<file path="config.mk">
export PLATFORM = sky130hd
export DESIGN_NAME = hazard_ctrl
export DESIGN_NICKNAME = d
export VERILOG_FILES = /design/src/rtl/hazard_ctrl.sv
export SDC_FILE = /design/constraint.sdc
export NUM_CORES = 1
export LEC_CHECK = 0
export ABC_AREA = 0
export CAP_MARGIN = 20
export CORE_ASPECT_RATIO = 0.6
export CORE_MARGIN = 2
export CORE_UTILIZATION = 30
export DETAILED_ROUTE_END_ITERATION = 8
export DONT_BUFFER_PORTS = 1
export GPL_TIMING_DRIVEN = 1
export PLACE_DENSITY = 0.45
export SKIP_CTS_REPAIR_TIMING = 1
export SYNTH_ARGS = -nofsm -noshare
export SYNTH_HDL_FRONTEND = slang
export SYNTH_SLANG_ARGS = --single-unit
</file>
<file path="constraint.sdc">
create_clock -name clk_i -period 3.11 [get_ports clk_i]
set_clock_uncertainty 0.2 [all_clocks]
set_input_delay 0.622 -clock clk_i [delete_from_list [all_inputs] [get_ports clk_i]]
set_output_delay 0.622 -clock clk_i [all_outputs]
set_load 0.01 [all_outputs]
</file>
<file path="src/rtl/hazard_ctrl.sv">
// ID-stage hazard controller: load-use detection, MUL/DIV sequencing with
// write-back slot ownership, and EX redirect flushes.
module hazard_ctrl #(
  parameter int MUL_LAT = 3,
  parameter int DIV_LAT = 34
) (
  input  logic       clk_i,
  input  logic       rst_ni,
  input  logic       id_valid_i,
  input  logic [4:0] id_rs1_i,
  input  logic [4:0] id_rs2_i,
  input  logic       id_rs1_used_i,
  input  logic       id_rs2_used_i,
  input  logic [4:0] id_rd_i,
  input  logic       id_reg_wb_i,
  input  logic [2:0] id_fu_i,
  input  logic       ex_valid_i,
  input  logic       ex_mem_read_i,
  input  logic [4:0] ex_rd_i,
  input  logic       redirect_i,
  output logic       stall_o,
  output logic       flush_if_o,
  output logic       flush_id_o,
  output logic       md_start_o,
  output logic       md_busy_o,
  output logic [4:0] md_rd_o,
  output logic       md_wb_sel_o
);

  localparam logic [2:0] FU_MUL = 3'd4;
  localparam logic [2:0] FU_DIV = 3'd5;
  localparam int MAX_LAT = (MUL_LAT > DIV_LAT) ? MUL_LAT : DIV_LAT;
  localparam int CW = $clog2(MAX_LAT + 1);

  typedef enum logic [1:0] {IDLE, BUSY, WB} state_t;

  state_t        state;
  logic [CW-1:0] count;
  logic [4:0]    md_rd;
  logic          md_wb;
  logic          md_busy;

  logic is_md;
  logic load_use;
  logic md_dep;
  logic structural;
  logic port_steal;
  logic hazard;
  logic issue;

  assign is_md = (id_fu_i == FU_MUL) || (id_fu_i == FU_DIV);

  assign load_use = ex_valid_i && ex_mem_read_i && (ex_rd_i != 5'd0) &&
                    ((id_rs1_used_i && (id_rs1_i == ex_rd_i)) ||
                     (id_rs2_used_i && (id_rs2_i == ex_rd_i)));

  // md_wb is only set for rd!=0, so x0 never matches an in-flight result.
  assign md_dep = md_busy && md_wb &&
                  ((id_rs1_used_i && (id_rs1_i == md_rd)) ||
                   (id_rs2_used_i && (id_rs2_i == md_rd)) ||
                   (id_reg_wb_i   && (id_rd_i  == md_rd)));

  assign structural = is_md && (state != IDLE);
  assign port_steal = (state == WB) && md_wb;
  assign hazard     = load_use || md_dep || structural || port_steal;

  // Combinational outputs are forced low while reset is held.
  assign stall_o     = rst_ni && id_valid_i && !redirect_i && hazard;
  assign flush_if_o  = rst_ni && redirect_i;
  assign flush_id_o  = rst_ni && (redirect_i || stall_o);
  assign issue       = id_valid_i && !stall_o && !redirect_i;
  assign md_start_o  = rst_ni && issue && is_md && (state == IDLE);
  assign md_wb_sel_o = (state == WB) && md_wb;
  assign md_busy_o   = md_busy;
  assign md_rd_o     = md_rd;

  always_ff @(posedge clk_i or negedge rst_ni) begin
    if (!rst_ni) begin
      state   <= IDLE;
      count   <= '0;
      md_rd   <= 5'd0;
      md_wb   <= 1'b0;
      md_busy <= 1'b0;
    end else begin
      case (state)
        IDLE: begin
          if (issue && is_md) begin
            state   <= BUSY;
            count   <= (id_fu_i == FU_MUL) ? CW'(MUL_LAT - 1) : CW'(DIV_LAT - 1);
            md_rd   <= id_rd_i;
            md_wb   <= id_reg_wb_i && (id_rd_i != 5'd0);
            md_busy <= 1'b1;
          end
        end
        BUSY: begin
          if (count == '0) begin
            state <= WB;
          end else begin
            count <= count - CW'(1);
          end
        end
        WB: begin
          state   <= IDLE;
          md_rd   <= 5'd0;
          md_wb   <= 1'b0;
          md_busy <= 1'b0;
        end
        default: begin
          state   <= IDLE;
          md_rd   <= 5'd0;
          md_wb   <= 1'b0;
          md_busy <= 1'b0;
        end
      endcase
    end
  end

endmodule

</file>
==> results.ini, run 1 <==
[floorplanning]
die_y_um = 52.8
die_w_um = 85.3
die-area_um2 = 4500
initial_core_util_pct = 31.8
io_pins = 43
rows = 17
core_area_um2 = 3740

[grt]
grt_util_met3_pct = 4.57
grt_pass1_vias = 945
grt_first_pass_wirelength_mm = 4.83
use_met1_pct = 22.2
grt_max_degree = 19
groute.usage.overall_pct = 14.5
globalRouteOverflowTotal = 0
antenna_found_initial = 0
busiest_layer = met1
grt_use_met2_pct = 19.4

[pwr]
powerDensity_nw_per_um2 = 308
p_leak_uw = 0.000531
power_switching_uw = 89.7
seqPwrFrac_pct = 50.3
vdd_ir_drop_max_uv = 145
p_clk_share_pct = 39.8
internal_power_uw = 308
p_comb_share_pct = 9.9
total_power_uw = 398
netSwitchingFraction_pct = 22.5

[worst_setup_path]
cp-end-kind = output pin
required_ps = 2290
cp.arrival_ps = 2060
critPathLaunchType = input pin
critPathKind = in -> out
worstPathMaxFanout = 3

[detailed_routing]
dr.first_iter.drc_count = 64
vias_per_cell = 5.43
vias = 1010
wl_per_cell_um = 16.8
ant_nets = 0
drc = 0
first_pass_iters = 4
totalWireLength_mm = 3.12

[cts]
cts_tree = done
clock_latency_ps = 240
cts_sinks = 15
clkTransAtPathRegs_ps = 60
numCtsBuffers = 3
htree_levels = 1
cts_root_buf = clkbuf_8
clk_path_buf_depth = 2

[finish]
diodes = 0
fin_area_um2 = 1290
area_delta_synth_final_pct = 8.52
fin_util_pct = 34.5
layout-drive-gt1-share_pct = 7.19
seqCellArea_um2 = 375
multiInputGateArea_um2 = 753
n_fill_cell = 394
nets = 174
final_common_cell = xnor2_1
layout_common_cells = 17 x xnor2_1, 15 x dfrtp_1, 11 x nor2_1

[placement]
port_buffers = 0
dp_hpwl_mm = 2.47
dpl_cell_area_um2 = 1240
place_congestion = 0.814

[sta]
fmax_mhz = 347
min_period_ps = 2880
worst_hold_slack_ps = 338
fin_crit_sh_pct = 92.5
finalSetupTns_ps = 0
drv_slew = 0
tightest_slew_ps = 740
hold_viol = 0
setup-violations-final = 0
rsz0062_at_grt = no
slew_headroom_pct = 50.5

[yosys]
synthesis.instances = 134
async_flop_share_pct = 100
ys_ff_latch = 15
synth_area_um2 = 1190
synth_area_leaders = dfrtp_1 32%, xnor2_1 13%, xor2_1 5.9%, mux2i_1 4.2%, nand4_1 3.7%
ys_seq_area_share_pct = 31.5
syn_nets = 168
synth_top_flop_cell = dfrtp_1
yosysUniqueCellTypes = 38
synth_edf_count = 0
avgSynthCellArea_um2 = 8.88
synth_top_cell_by_area = dfrtp_1
yosysTopAreaCellShare_pct = 31.5
yosysWarnings = 0

[outcome]
status = finished clean

[worst_hold_path]
holdCritPathClass = in -> reg

[job]
max_cap_viol_count = 0

[critical path, stage by stage]
cell      delay [ps]
nand2b_1         160
or4b_4           540
nor4_4           250
nand2_4           90
nor3b_1          230
buf_4            160
[metrics by stage]
stage	worst slack [ps]	std cells
floorplan	190	134
global placement	279	181
detailed placement	237	181
CTS	220	185
global route	91.8	186
finish	232	186
[cells in the mapped netlist, types with 2 or more instances]
cell type,number
nor3b_1,2
xor2_1,8
o21ai_0,4
nor2_1,11
xnor2_1,17
nand2_1,7
o21a_1,2
ha_1,2
nand3_1,7
inv_1,7
and2_1,2
or4_1,2
nor4_1,3
dfrtp_1,15
mux2i_1,5
o21ai_1,2
a21oi_1,6
o22ai_1,2
nor3_1,5
nand4_1,7
[per-layer routing]
| layer | up-vias | routed length [um] |
|---|---|---|
| met1 | 482 | 1610 |
| met2 | 34 | 1240 |
| met5 | - | 0 |
| met4 | 0 | 14 |
| met3 | 2 | 254 |
| li1 | 492 | - |
[power groups by stage]
stage / clock network, uW / logic, uW / registers (uW)
3_5_place_dp: 0 / 34.5 / 204
2_1_floorplan: 0 / 29.4 / 203
5_1_grt: 175 / 44.3 / 200
6_report: 158 / 39.4 / 200
3_3_place_gp: 0 / 34.1 / 204
4_1_cts: 165 / 34.7 / 200
[final timing paths]
kind	slack, ps	from	cells past startpoint	to
worst min-delay path	340	id_rd_i[0]	2	md_rd_o[0]
worst min register to register	340	count[1]	1	count[1]
worst max register to register	800	state[0]	6	count[0]
worst max-delay path	230	id_fu_i[1]	6	md_start_o
min in group asynchronous	680	rst_ni	1	count[4]
max in group asynchronous	1560	rst_ni	1	md_rd_o[2]
[cell families (layout without fill, tap and decap cells)]
kind of cell,Yosys count,count (layout),share of synthesized area (%)
flip-flops,15,15,31.5
buffers and inverters,10,15,5.15
adder cells (fa/ha/maj),2,2,2.10
AND/OR/NAND/NOR,54,54,26.3
AO/OA/AOI/OAI,23,23,12.3
multiplexers,5,5,4.21
XOR/XNOR,25,25,18.4
[layout make-up]
| type | instances | share of cell area (%) |
|---|---|---|
| clock buffers | 4 | 3.49 |
| inverters | 7 | 2.03 |
| multi-input cells | 109 | 58.3 |
| flip-flops and latches | 15 | 29.1 |
| well taps | 47 | 4.55 |
| repair buffers | 4 | 2.52 |
[state kept, by name (all words and copies together), names as in the netlist]
| register | cells |
|---|---|
| count | 6 |
| md_busy_o | 1 |
| md_rd_o | 5 |
| md_wb | 1 |
| state | 2 |
Note: power is estimated with default switching activity, not from simulation.
==> run 2, diff against run 1 <==
--- a/config.mk
+++ b/config.mk
@@ -6,7 +6,7 @@
 export NUM_CORES = 1
 export LEC_CHECK = 0
 export ABC_AREA = 0
-export CAP_MARGIN = 20
+export ABC_CLOCK_PERIOD_IN_PS = 3110
 export CORE_ASPECT_RATIO = 0.6
 export CORE_MARGIN = 2
 export CORE_UTILIZATION = 30
==> results of run 2 <==
No change in the layout: final DEF, timing and power equal those of run 1.
==> run 3, diff against run 2 <==
--- a/config.mk
+++ b/config.mk
@@ -7,13 +7,16 @@
 export LEC_CHECK = 0
 export ABC_AREA = 0
 export ABC_CLOCK_PERIOD_IN_PS = 3110
+export CELL_PAD_IN_SITES_DETAIL_PLACEMENT = 1
+export CELL_PAD_IN_SITES_GLOBAL_PLACEMENT = 1
 export CORE_ASPECT_RATIO = 0.6
 export CORE_MARGIN = 2
 export CORE_UTILIZATION = 30
 export DETAILED_ROUTE_END_ITERATION = 8
 export DONT_BUFFER_PORTS = 1
 export GPL_TIMING_DRIVEN = 1
-export PLACE_DENSITY = 0.45
+export PLACE_DENSITY = 0.57
+export REMOVE_ABC_BUFFERS = 1
 export SKIP_CTS_REPAIR_TIMING = 1
 export SYNTH_ARGS = -nofsm -noshare
 export SYNTH_HDL_FRONTEND = slang
==> results.ini, run 3 (same netlist as run 1, synthesis figures left out) <==
[detailed_routing]
drc = 0  ; unchanged
dr.first_iter.drc_count = 109  ; was 64
vias = 1026  ; was 1010
totalWireLength_mm = 3.41  ; was 3.12 mm
wl_per_cell_um = 18.3  ; was 16.8 um
first_pass_iters = 4  ; unchanged
vias_per_cell = 5.52  ; was 5.43
ant_nets = 0  ; unchanged

[worst_setup_path]
cp-end-kind = output pin  ; unchanged
critPathLaunchType = flop  ; was input pin
cp.arrival_ps = 2100  ; was 2060 ps
required_ps = 2290  ; about the same
critPathKind = reg -> out  ; was in -> out
worstPathMaxFanout = 5  ; was 3

[finish]
layout_common_cells = 17 x xnor2_1, 15 x dfrtp_1, 11 x nor2_1  ; unchanged
largest-register = count  ; unchanged
nets = 174  ; unchanged
n_fill_cell = 441  ; was 394
area_delta_synth_final_pct = 8.52  ; unchanged
largest_reg_flops = 6  ; unchanged
diodes = 0  ; unchanged
layout-drive-gt1-share_pct = 7.19  ; unchanged
final_common_cell = xnor2_1  ; unchanged

[sta]
fmax_mhz = 343  ; was 347 MHz
setup-violations-final = 0  ; unchanged
tightest_slew_ps = 722  ; was 740 ps
fin_crit_sh_pct = 93.9  ; was 92.5%
slew_headroom_pct = 51.7  ; was 50.5%
min_period_ps = 2920  ; was 2880 ps
rsz0062_at_grt = no  ; unchanged
finalSetupTns_ps = 0  ; unchanged
hold_viol = 0  ; unchanged
worst_hold_slack_ps = 337  ; was 338 ps
drv_slew = 0  ; unchanged

[grt]
grt_pass1_vias = 1002  ; was 945
grt_first_pass_wirelength_mm = 5.40  ; was 4.83 mm
globalRouteOverflowTotal = 0  ; unchanged
grt_max_degree = 19  ; unchanged
antenna_found_initial = 0  ; unchanged
groute.usage.overall_pct = 16.0  ; was 14.5%

[floorplanning]
io_pins = 43  ; unchanged
initial_core_util_pct = 31.8  ; unchanged
rows = 17  ; unchanged
die_y_um = 52.8  ; unchanged
core_area_um2 = 3740  ; unchanged
die-area_um2 = 4500  ; unchanged
die_w_um = 85.3  ; unchanged

[cts]
numCtsBuffers = 3  ; unchanged
cts_sinks = 15  ; unchanged
clk_path_buf_depth = 2  ; unchanged
cts_root_buf = clkbuf_8  ; unchanged
htree_levels = 1  ; unchanged
clkTransAtPathRegs_ps = 60  ; about the same
cts_tree = done  ; unchanged
clock_latency_ps = 250  ; was 240 ps

[job]
max_cap_viol_count = 0  ; unchanged

[placement]
port_buffers = 0  ; unchanged
place_congestion = 0.769  ; was 0.814
dp_hpwl_mm = 2.71  ; was 2.47 mm

[pwr]
vdd_ir_drop_max_uv = 158  ; was 145 uV
p_leak_uw = 0.000531  ; unchanged
total_power_uw = 400  ; was 398 uW
powerDensity_nw_per_um2 = 310  ; was 308 nW/um^2

[worst_hold_path]
holdCritPathClass = in -> reg  ; unchanged

[outcome]
status = finished clean  ; unchanged

run 3: final timing paths:
path | startpoint | to | slack (ps) | cells after the start
max | md_rd_o[4] | md_start_o | 190 | 7
min | id_rd_i[3] | md_rd_o[3] | 340 | 2
max reg2reg | md_rd_o[4] | count[0] | 750 | 8
min reg2reg | md_wb | md_wb | 360 | 2
max in group asynchronous | rst_ni | md_rd_o[3] | 1580 | 1
min in group asynchronous | rst_ni | state[1] | 670 | 1
run 3: metal layers:
layer	share of wire [%]	GRT usage [%]
met1	53	24.5
met2	40	21.4
met3	7.0	5.35
met4	0.21	2.38
met5	0	0
run 3: power breakdown:
part / switching [uW] / leakage, uW / total, uW / internal (uW)
clock: 69.5 / 0.0000228 / 160 / 90.7
combinational: 18.9 / 0.000320 / 39.8 / 20.9
sequential: 3.58 / 0.000189 / 200 / 197
total: 91.9 / 0.000531 / 400 / 308
run 3: through the flow:
| step | cells | setup slack [ps] | utilization [%] | cell area (um^2) |
|---|---|---|---|---|
| 2_1_floorplan | 131 | 249 | - | 1150 |
| 3_3_place_gp | 181 | 263 | 33.0 | 1240 |
| 3_5_place_dp | 181 | 267 | 33.0 | 1240 |
| 4_1_cts | 185 | 125 | 34.2 | 1280 |
| 5_1_grt | 186 | 55.6 | 34.5 | 1290 |
| 6_report | 186 | 190 | 34.5 | 1290 |
run 3: worst max-delay path, stage by stage (launching register included):
cell and delay, ps:
dfrtp_1 510, xnor2_1 190, nand4_1 160, o22ai_1 170
nor4_4 340, nand2_4 90, nor3b_1 230, buf_4 160
run 3: cell type report:
class / count / area (um^2) / share of cell area, %
flip-flops and latches: 15 / 375 / 29.1
well taps: 47 / 58.8 / 4.55
clock buffers: 4 / 45.0 / 3.49
multi-input cells: 109 / 753 / 58.3
repair buffers: 4 / 32.5 / 2.52
inverters: 7 / 26.3 / 2.03
